`src/rtl/cpu_pkg.sv`:
```
// Shared definitions for the accumulator CPU sequencer.
// Contents: data width, opcode constants, sequencer state encoding,
// write-data and AC operation selects, and the opcode dispatch helper.
package cpu_pkg;

    // Address/data width; IR field positions assume 12 bits.
    localparam int W = 12;

    localparam logic [2:0] OP_AND = 3'd0;
    localparam logic [2:0] OP_TAD = 3'd1;
    localparam logic [2:0] OP_ISZ = 3'd2;
    localparam logic [2:0] OP_DCA = 3'd3;
    localparam logic [2:0] OP_JMS = 3'd4;
    localparam logic [2:0] OP_JMP = 3'd5;
    localparam logic [2:0] OP_IOT = 3'd6;
    localparam logic [2:0] OP_OPR = 3'd7;

    localparam logic [1:0] WSEL_AC  = 2'd0;
    localparam logic [1:0] WSEL_INC = 2'd1;
    localparam logic [1:0] WSEL_PC  = 2'd2;

    localparam logic [1:0] AC_NONE = 2'd0;
    localparam logic [1:0] AC_AND  = 2'd1;
    localparam logic [1:0] AC_ADD  = 2'd2;
    localparam logic [1:0] AC_CLR  = 2'd3;

    typedef enum logic [2:0] {
        S_IDLE   = 3'd0,
        S_FETCH  = 3'd1,
        S_DECODE = 3'd2,
        S_IND    = 3'd3,
        S_OPRD   = 3'd4,
        S_OPWR   = 3'd5,
        S_JMS2   = 3'd6,
        S_HALT   = 3'd7
    } state_t;

    // State that follows once the effective address is final.
    // JMP lands in FETCH; the caller adds pc_ld_ma for it.
    function automatic state_t dispatch(input logic [2:0] op);
        case (op)
            OP_AND, OP_TAD, OP_ISZ: dispatch = S_OPRD;
            OP_DCA, OP_JMS:         dispatch = S_OPWR;
            OP_OPR:                 dispatch = S_HALT;
            default:                dispatch = S_FETCH;
        endcase
    endfunction

    // Write-data source used by each memory-writing opcode.
    function automatic logic [1:0] wsel_for(input logic [2:0] op);
        case (op)
            OP_ISZ:  wsel_for = WSEL_INC;
            OP_JMS:  wsel_for = WSEL_PC;
            default: wsel_for = WSEL_AC;
        endcase
    endfunction

endpackage

```
`src/rtl/mem_seq_ctrl.sv`:
```
// Fetch/execute sequencer for the 12-bit PDP-8-style accumulator CPU.
// Drives the address mux, the memory request/write handshake and the
// one-cycle load/increment strobes for IR, MA, MDR, PC and AC.
//
// Ports:
//   clk, rst             clock, synchronous active-high reset
//   run                  start/resume, honoured only in IDLE and HALT
//   ir_op, ir_ind        opcode IR[11:9] and indirect bit IR[8]
//   mem_ack              memory transfer completes this cycle
//   inc_zero             datapath flag MDR+1 == 0 (ISZ skip)
//   addr_sel             0 = PC, 1 = MA
//   mem_req, mem_we      memory request and write enable
//   wdata_sel            0 AC, 1 MDR+1, 2 PC
//   ir_ld .. pc_ld_ma    datapath load/increment strobes
//   ac_op                0 none, 1 AND MDR, 2 ADD MDR, 3 clear
//   halted               high in HALT
//
// state  | meaning
// IDLE   | waiting for run after reset
// FETCH  | read instruction at PC; IR load and PC+1 on ack
// DECODE | load MA from IR, pick indirect or operand path
// IND    | read pointer at MA; MA <= mem data on ack
// OPRD   | read operand at MA into MDR
// OPWR   | write AC / MDR+1 / PC to MA
// JMS2   | PC <= MA+1 after JMS stores the return address
// HALT   | stopped, waiting for run
module mem_seq_ctrl
    import cpu_pkg::*;
(
    input  logic       clk,
    input  logic       rst,
    input  logic       run,
    input  logic [2:0] ir_op,
    input  logic       ir_ind,
    input  logic       mem_ack,
    input  logic       inc_zero,
    output logic       addr_sel,
    output logic       mem_req,
    output logic       mem_we,
    output logic [1:0] wdata_sel,
    output logic       ir_ld,
    output logic       ma_ld_ir,
    output logic       ma_ld_mem,
    output logic       mdr_ld,
    output logic       pc_inc,
    output logic       pc_ld_ma,
    output logic [1:0] ac_op,
    output logic       halted
);

    state_t     state, state_n;
    // post_ind: DECODE is being revisited after an indirect JMP; MA is
    // already final, so skip the IR address load and any further indirection.
    logic       post_ind, post_ind_n;
    // ac_pend: AC operation deferred to the cycle after the operand read.
    logic [1:0] ac_pend, ac_pend_n;

    always_ff @(posedge clk) begin
        if (rst) begin
            state    <= S_IDLE;
            post_ind <= 1'b0;
            ac_pend  <= AC_NONE;
        end else begin
            state    <= state_n;
            post_ind <= post_ind_n;
            ac_pend  <= ac_pend_n;
        end
    end

    always_comb begin
        state_n    = state;
        post_ind_n = 1'b0;
        ac_pend_n  = AC_NONE;
        case (state)
            S_IDLE:   if (run) state_n = S_FETCH;
            S_FETCH:  if (mem_ack) state_n = S_DECODE;
            S_DECODE: begin
                if (!post_ind && ir_ind && (ir_op < OP_IOT))
                    state_n = S_IND;
                else
                    state_n = dispatch(ir_op);
            end
            S_IND: begin
                if (mem_ack) begin
                    if (ir_op == OP_JMP) begin
                        state_n    = S_DECODE;
                        post_ind_n = 1'b1;
                    end else begin
                        state_n = dispatch(ir_op);
                    end
                end
            end
            S_OPRD: begin
                if (mem_ack) begin
                    if (ir_op == OP_ISZ) begin
                        state_n = S_OPWR;
                    end else begin
                        state_n   = S_FETCH;
                        ac_pend_n = (ir_op == OP_AND) ? AC_AND : AC_ADD;
                    end
                end
            end
            S_OPWR: begin
                if (mem_ack) state_n = (ir_op == OP_JMS) ? S_JMS2 : S_FETCH;
            end
            S_JMS2:   state_n = S_FETCH;
            S_HALT:   if (run) state_n = S_FETCH;
            default:  state_n = S_IDLE;
        endcase
    end

    always_comb begin
        addr_sel  = 1'b0;
        mem_req   = 1'b0;
        mem_we    = 1'b0;
        wdata_sel = WSEL_AC;
        ir_ld     = 1'b0;
        ma_ld_ir  = 1'b0;
        ma_ld_mem = 1'b0;
        mdr_ld    = 1'b0;
        pc_inc    = 1'b0;
        pc_ld_ma  = 1'b0;
        ac_op     = AC_NONE;
        halted    = 1'b0;
        // Reset blanks everything in the same cycle so a transfer that is
        // acked while rst is high produces no strobes.
        if (!rst) begin
            ac_op = ac_pend;
            case (state)
                S_FETCH: begin
                    mem_req = 1'b1;
                    ir_ld   = mem_ack;
                    pc_inc  = mem_ack;
                end
                S_DECODE: begin
                    ma_ld_ir = !post_ind && (ir_op < OP_IOT);
                    pc_ld_ma = (ir_op == OP_JMP) && (post_ind || !ir_ind);
                end
                S_IND: begin
                    addr_sel  = 1'b1;
                    mem_req   = 1'b1;
                    ma_ld_mem = mem_ack;
                end
                S_OPRD: begin
                    addr_sel = 1'b1;
                    mem_req  = 1'b1;
                    mdr_ld   = mem_ack;
                end
                S_OPWR: begin
                    addr_sel  = 1'b1;
                    mem_req   = 1'b1;
                    mem_we    = 1'b1;
                    wdata_sel = wsel_for(ir_op);
                    if (mem_ack && ir_op == OP_DCA) ac_op = AC_CLR;
                    if (mem_ack && ir_op == OP_ISZ) pc_inc = inc_zero;
                end
                S_JMS2: begin
                    // Both high: the datapath loads PC <= MA+1.
                    pc_ld_ma = 1'b1;
                    pc_inc   = 1'b1;
                end
                S_HALT:  halted = 1'b1;
                default: ;
            endcase
        end
    end

endmodule

```
`config.mk`:
```
export PLATFORM = sky130hd
export DESIGN_NAME = mem_seq_ctrl
export DESIGN_NICKNAME = d
export VERILOG_FILES = /design/src/rtl/cpu_pkg.sv /design/src/rtl/mem_seq_ctrl.sv
export SDC_FILE = /design/constraint.sdc
export NUM_CORES = 1
export LEC_CHECK = 0
export ABC_AREA = 1
export CELL_PAD_IN_SITES_DETAIL_PLACEMENT = 1
export CELL_PAD_IN_SITES_GLOBAL_PLACEMENT = 2
export CORE_UTILIZATION = 17
export CTS_CLUSTER_SIZE = 40
export DETAILED_ROUTE_END_ITERATION = 16
export PLACE_DENSITY = 0.72
export REMOVE_ABC_BUFFERS = 1
export SLEW_MARGIN = 20
export SYNTH_ARGS = -nofsm -noshare
export SYNTH_HDL_FRONTEND = slang
export SYNTH_SLANG_ARGS = --single-unit
```
`constraint.sdc`:
```
create_clock -name clk -period 1.1 [get_ports clk]
set_clock_uncertainty 0.15 [all_clocks]
set_input_delay 0.22 -clock clk [delete_from_list [all_inputs] [get_ports clk]]
set_output_delay 0.22 -clock clk [all_outputs]
set_load 0.02 [all_outputs]
```
Yosys cells after proc, flatten, opt, wreduce, memory -nomap -nowiden
Index checks and enable logic that the tools add are counted.

Bits of input ports: 9. Register bits after elaboration: 6. Word-level logic and storage cells: 84. Bits in read-only memories: 0. Bits in latches: 0. Bits in writable memories: 0. Memories: 0. Output and inout port bits: 14.

Bitwise gates (word level): 3. Shifts and indexed selects: 0. Add/subtract/negate cells: 0. Muxes and demuxes: 40. Eq/ne operators: 18. Reduce and logical (&&, ||, !) cells: 19. Div/mod/pow operators: 0. Multiply operators: 0. Order comparisons: 1.

Operators by type and width (number): $mux 3 (9); $eq 3x3->1 const B (7); $pmux 3 s7 (1); $mux 1 (20); $eq 3x2->1 const B (4); $mux 2 (6); $pmux 3 s3 (1); $reduce_or 3->1 (3); $ne 2x2->1 const B (4); $reduce_or 4->1 (2); $eq 3x1->1 const B (2); $logic_and 1x1->1 (6); $logic_not 3->1 (2); $reduce_and 5->1 (1); $pmux 2 s2 (1); $reduce_or 2->1 (2); $lt 3x3->1 const B (1); $not 1->1 (3); $pmux 1 s3 (1); $logic_not 1->1 (2); $ne 2x1->1 const B (1); $pmux 1 s2 (1); $logic_or 1x1->1 (1).

Depth between registers and ports, before layout
Depth after elaboration: 6. Depth in mapped cells: 10. Depth with buffers taken out: 9.

Worst setup path after synthesis
No wires, ideal clock.

Kind: register to output. From: reg state[0]. To: out pc_inc. Setup slack: -430 ps. Arrival time: 1160 ps. Path buffers: 0. Required time: 730 ps. Cell stages (with the launch flop): 5. Path through: dfxtp_1 -> inv_1 -> nor3_1 -> nand2_1 -> a31oi_1.

Word-level cells in the longest chain between the ends: 3.

Ends and longest elaborated chain: start: declaration (RTL line mem_seq_ctrl.sv:51) `state_t state, state_n;`; start signal: assignment (RTL line mem_seq_ctrl.sv:64) `state <= state_n;`; $eq 3x3->1 or $eq 3x1->1 (tied branches) (RTL line mem_seq_ctrl.sv:129) `case (state)`; $pmux 1 s3 (*) (RTL line mem_seq_ctrl.sv:129); $mux 1 (*) (RTL line mem_seq_ctrl.sv:127) `if (!rst) begin`; end: declaration (RTL line mem_seq_ctrl.sv:45) `output logic pc_inc,`.

Mark *: on every way between the ends. The rest lies on a longest branch, timed or not.

Worst setup path after layout
From: reg state[2]. To: out pc_ld_ma.

Word-level cells in the longest chain between the ends: 3.

Ends and longest elaborated chain: $eq 3x3->1 or $eq 3x2->1 (tied branches) (RTL line mem_seq_ctrl.sv:129); $pmux 1 s2 (*) (RTL line mem_seq_ctrl.sv:129); $mux 1 (*) (RTL line mem_seq_ctrl.sv:127); end: declaration (RTL line mem_seq_ctrl.sv:46) `output logic pc_ld_ma,`.

Marks and branches as above.

==> impl_metrics.toml <==
[route]
wl_per_cell_um = 13.9
drt_iter0_markers = 17
vias = 971
ant_nets = 0
drt_pass1_iterations = 3
drc_errors = 0
routed_wl_um = 3080
vias_per_cell = 4.37

[clocking]
insertion_delay_ps = 250
root_buffer = "clkbuf_4"
tritoncts = "yes"
path_clk_slew_ps = 60
cts_buffers = 3
htree_num_levels = 1
clk_path_buf_depth = 2
holdBufCountCts = 0
clock_sinks = 6

[worst_setup_path]
crit_path_end_kind = "primary output"
rr_worst_depth = 10
required_ps = 730
critPathMaxFanout = 5
r2r_end = "state[1]$_SDFFE_PP0P_"
r2r-start = "state[2]$_SDFFE_PP0P_"
cp-start-kind = "register"
r2r_slack_ps = -510
critPathKind = "register to primary output"
cp.arrival_ps = 1300

[sta]
fin_crit_sh = 1.52
setup_viol = 20
min_period_ps = 1670
fmax_mhz = 598
fin_hold_ws_ps = 72.2
slew_violations = 0
finalSetupTns_ps = -8960
slew_headroom = 0.860
hold_viol_final = 0
tightest_slew_ps = 208
layout_setup_ws_ps = -572
rsz0062_at_grt = "yes"

[place]
place_ws_ps = -1160
dpl.hpwl_um = 2060
io_buffers = 22
placed_area_um2 = 1090
gp_congestion = 0.828
dp.cells = 207

[run_status]
failed_checks = "setup timing"
status = "finished with violations"

[finish]
drive_gt1_frac = 0.612
finalNonFillerCells = 222
area_growth_pct = 148
multi_input_area_um2 = 574
layout_common_cells = "buf_4, nand2_1, buf_6"
insertedDiodeCount = 0
regArea_um2 = 131
fin_nets = 189
fillers = 419
mostFrequentLayoutCell = "buf_4"
fin_area_um2 = 1460

[synthesis]
synth.cell_area_um2 = 588
yosys_warnings = 0
ys_ff_latch = 6
synth_cells = 111
ys_types = 20
yosysSeqAreaShare = 0.204
avgSynthCellArea_um2 = 5.30

[global_route]
grt_max_degree = 8
overflow = 0
grt_pass1_wl_um = 4950
antenna_found_initial = 0
globalRouteTotalUtil = 0.182
first_global_vias = 1043

[die]
boundaryPins = 23
core.rowCount = 20
die_w_um = 60.8
fp.dieH_um = 60.8
die_area_um2 = 3700
core_um2 = 3180
initial_core_util = 0.185

[worst_hold_path]
hold_end = "ac_pend[0]$_SDFF_PP0_"
worstHoldStart = "ir_op[0]"
min_path_cells = 2
hold_path_class = "input pin to register"

[pwr]
power_leakage_nw = 0.673
power_density_nw_per_um2 = 1490
peakVddDrop_mv = 0.708

[run]
maxCapViolations = 0
-- synth_stat cells, drive strengths merged --
library cell   n  area, um2
a31oi          1       6.26
dfxtp          6        120
nor3           5       25.0
nor4           1       6.26
inv           19       71.3
nor2          20       80.1
nand2         30        118
o21ai          4       20.0
a21oi          9       52.6
buf            3       20.0
nand3         11       55.1
nand4          1       6.26
nand3b         1       7.51
-- kinds of logic after synthesis --
kind of cell / count (synthesis) / synth area share
compound gates: 14 / 0.134
buf+inv: 22 / 0.155
flops: 6 / 0.204
simple gates: 69 / 0.506
-- worst max-delay path by stage --
stage                     startpoint  endpoint  cells after the start
2_1_floorplan  state[2]$_SDFFE_PP0P_    pc_inc                      4
3_3_place_gp                ir_op[0]  pc_ld_ma                      6
3_5_place_dp                ir_op[0]  pc_ld_ma                      6
4_1_cts        state[0]$_SDFFE_PP0P_  pc_ld_ma                      6
5_1_grt        state[0]$_SDFFE_PP0P_    pc_inc                      5
6_report       state[2]$_SDFFE_PP0P_  pc_ld_ma                      5
-- sequential cells by signal, indices dropped and copies added, names as in the netlist --
name      cells
state         3
ac_pend       2
post_ind      1
-- power by group --
part / switching, mW / internal, mW
Clock: 0.101 / 0.125
Combinational: 0.791 / 0.760
Sequential: 0.107 / 0.285
-- metrics by stage --
step,power [mW],utilization
floorplan,0.802,-
global placement,1.33,0.343
detailed placement,1.36,0.343
CTS,1.91,0.396
global route,2.33,0.459
finish,2.17,0.459
-- area by class of cell --
type                            instances  area share
Tap cell                               44      0.0377
Multi-Input combinational cell         83       0.394
Clock buffer                            3      0.0154
Inverter                               19      0.0592
Timing Repair Buffer                   67       0.404
Sequential cell                         6      0.0901
-- routing by layer --
metal	GRT usage	routed length [um]	part of all wire	vias up
met2	0.331	1640	0.53	20
met1	0.217	1270	0.41	459
met4	0.0519	59	0.019	0
met3	0.0341	111	0.036	4
li1	-	-	-	488
met5	0	0	0	-
-- critical path, cell delays in order, from the launching register on --
cell and delay, ps:
dfxtp_4 370, buf_6 130, nor2_4 110, nand4_1 140, a21oi_2 170, buf_6 130
-- what timing repair did --
action / CTS / global route
setup buffers: 9 / 6
pin swaps: 9 / 16
setup endpoints to repair: 20 / 20
gates resized for setup: 114 / 51
cloned: 0 / 0
Power figures use the tool's default switching activity.
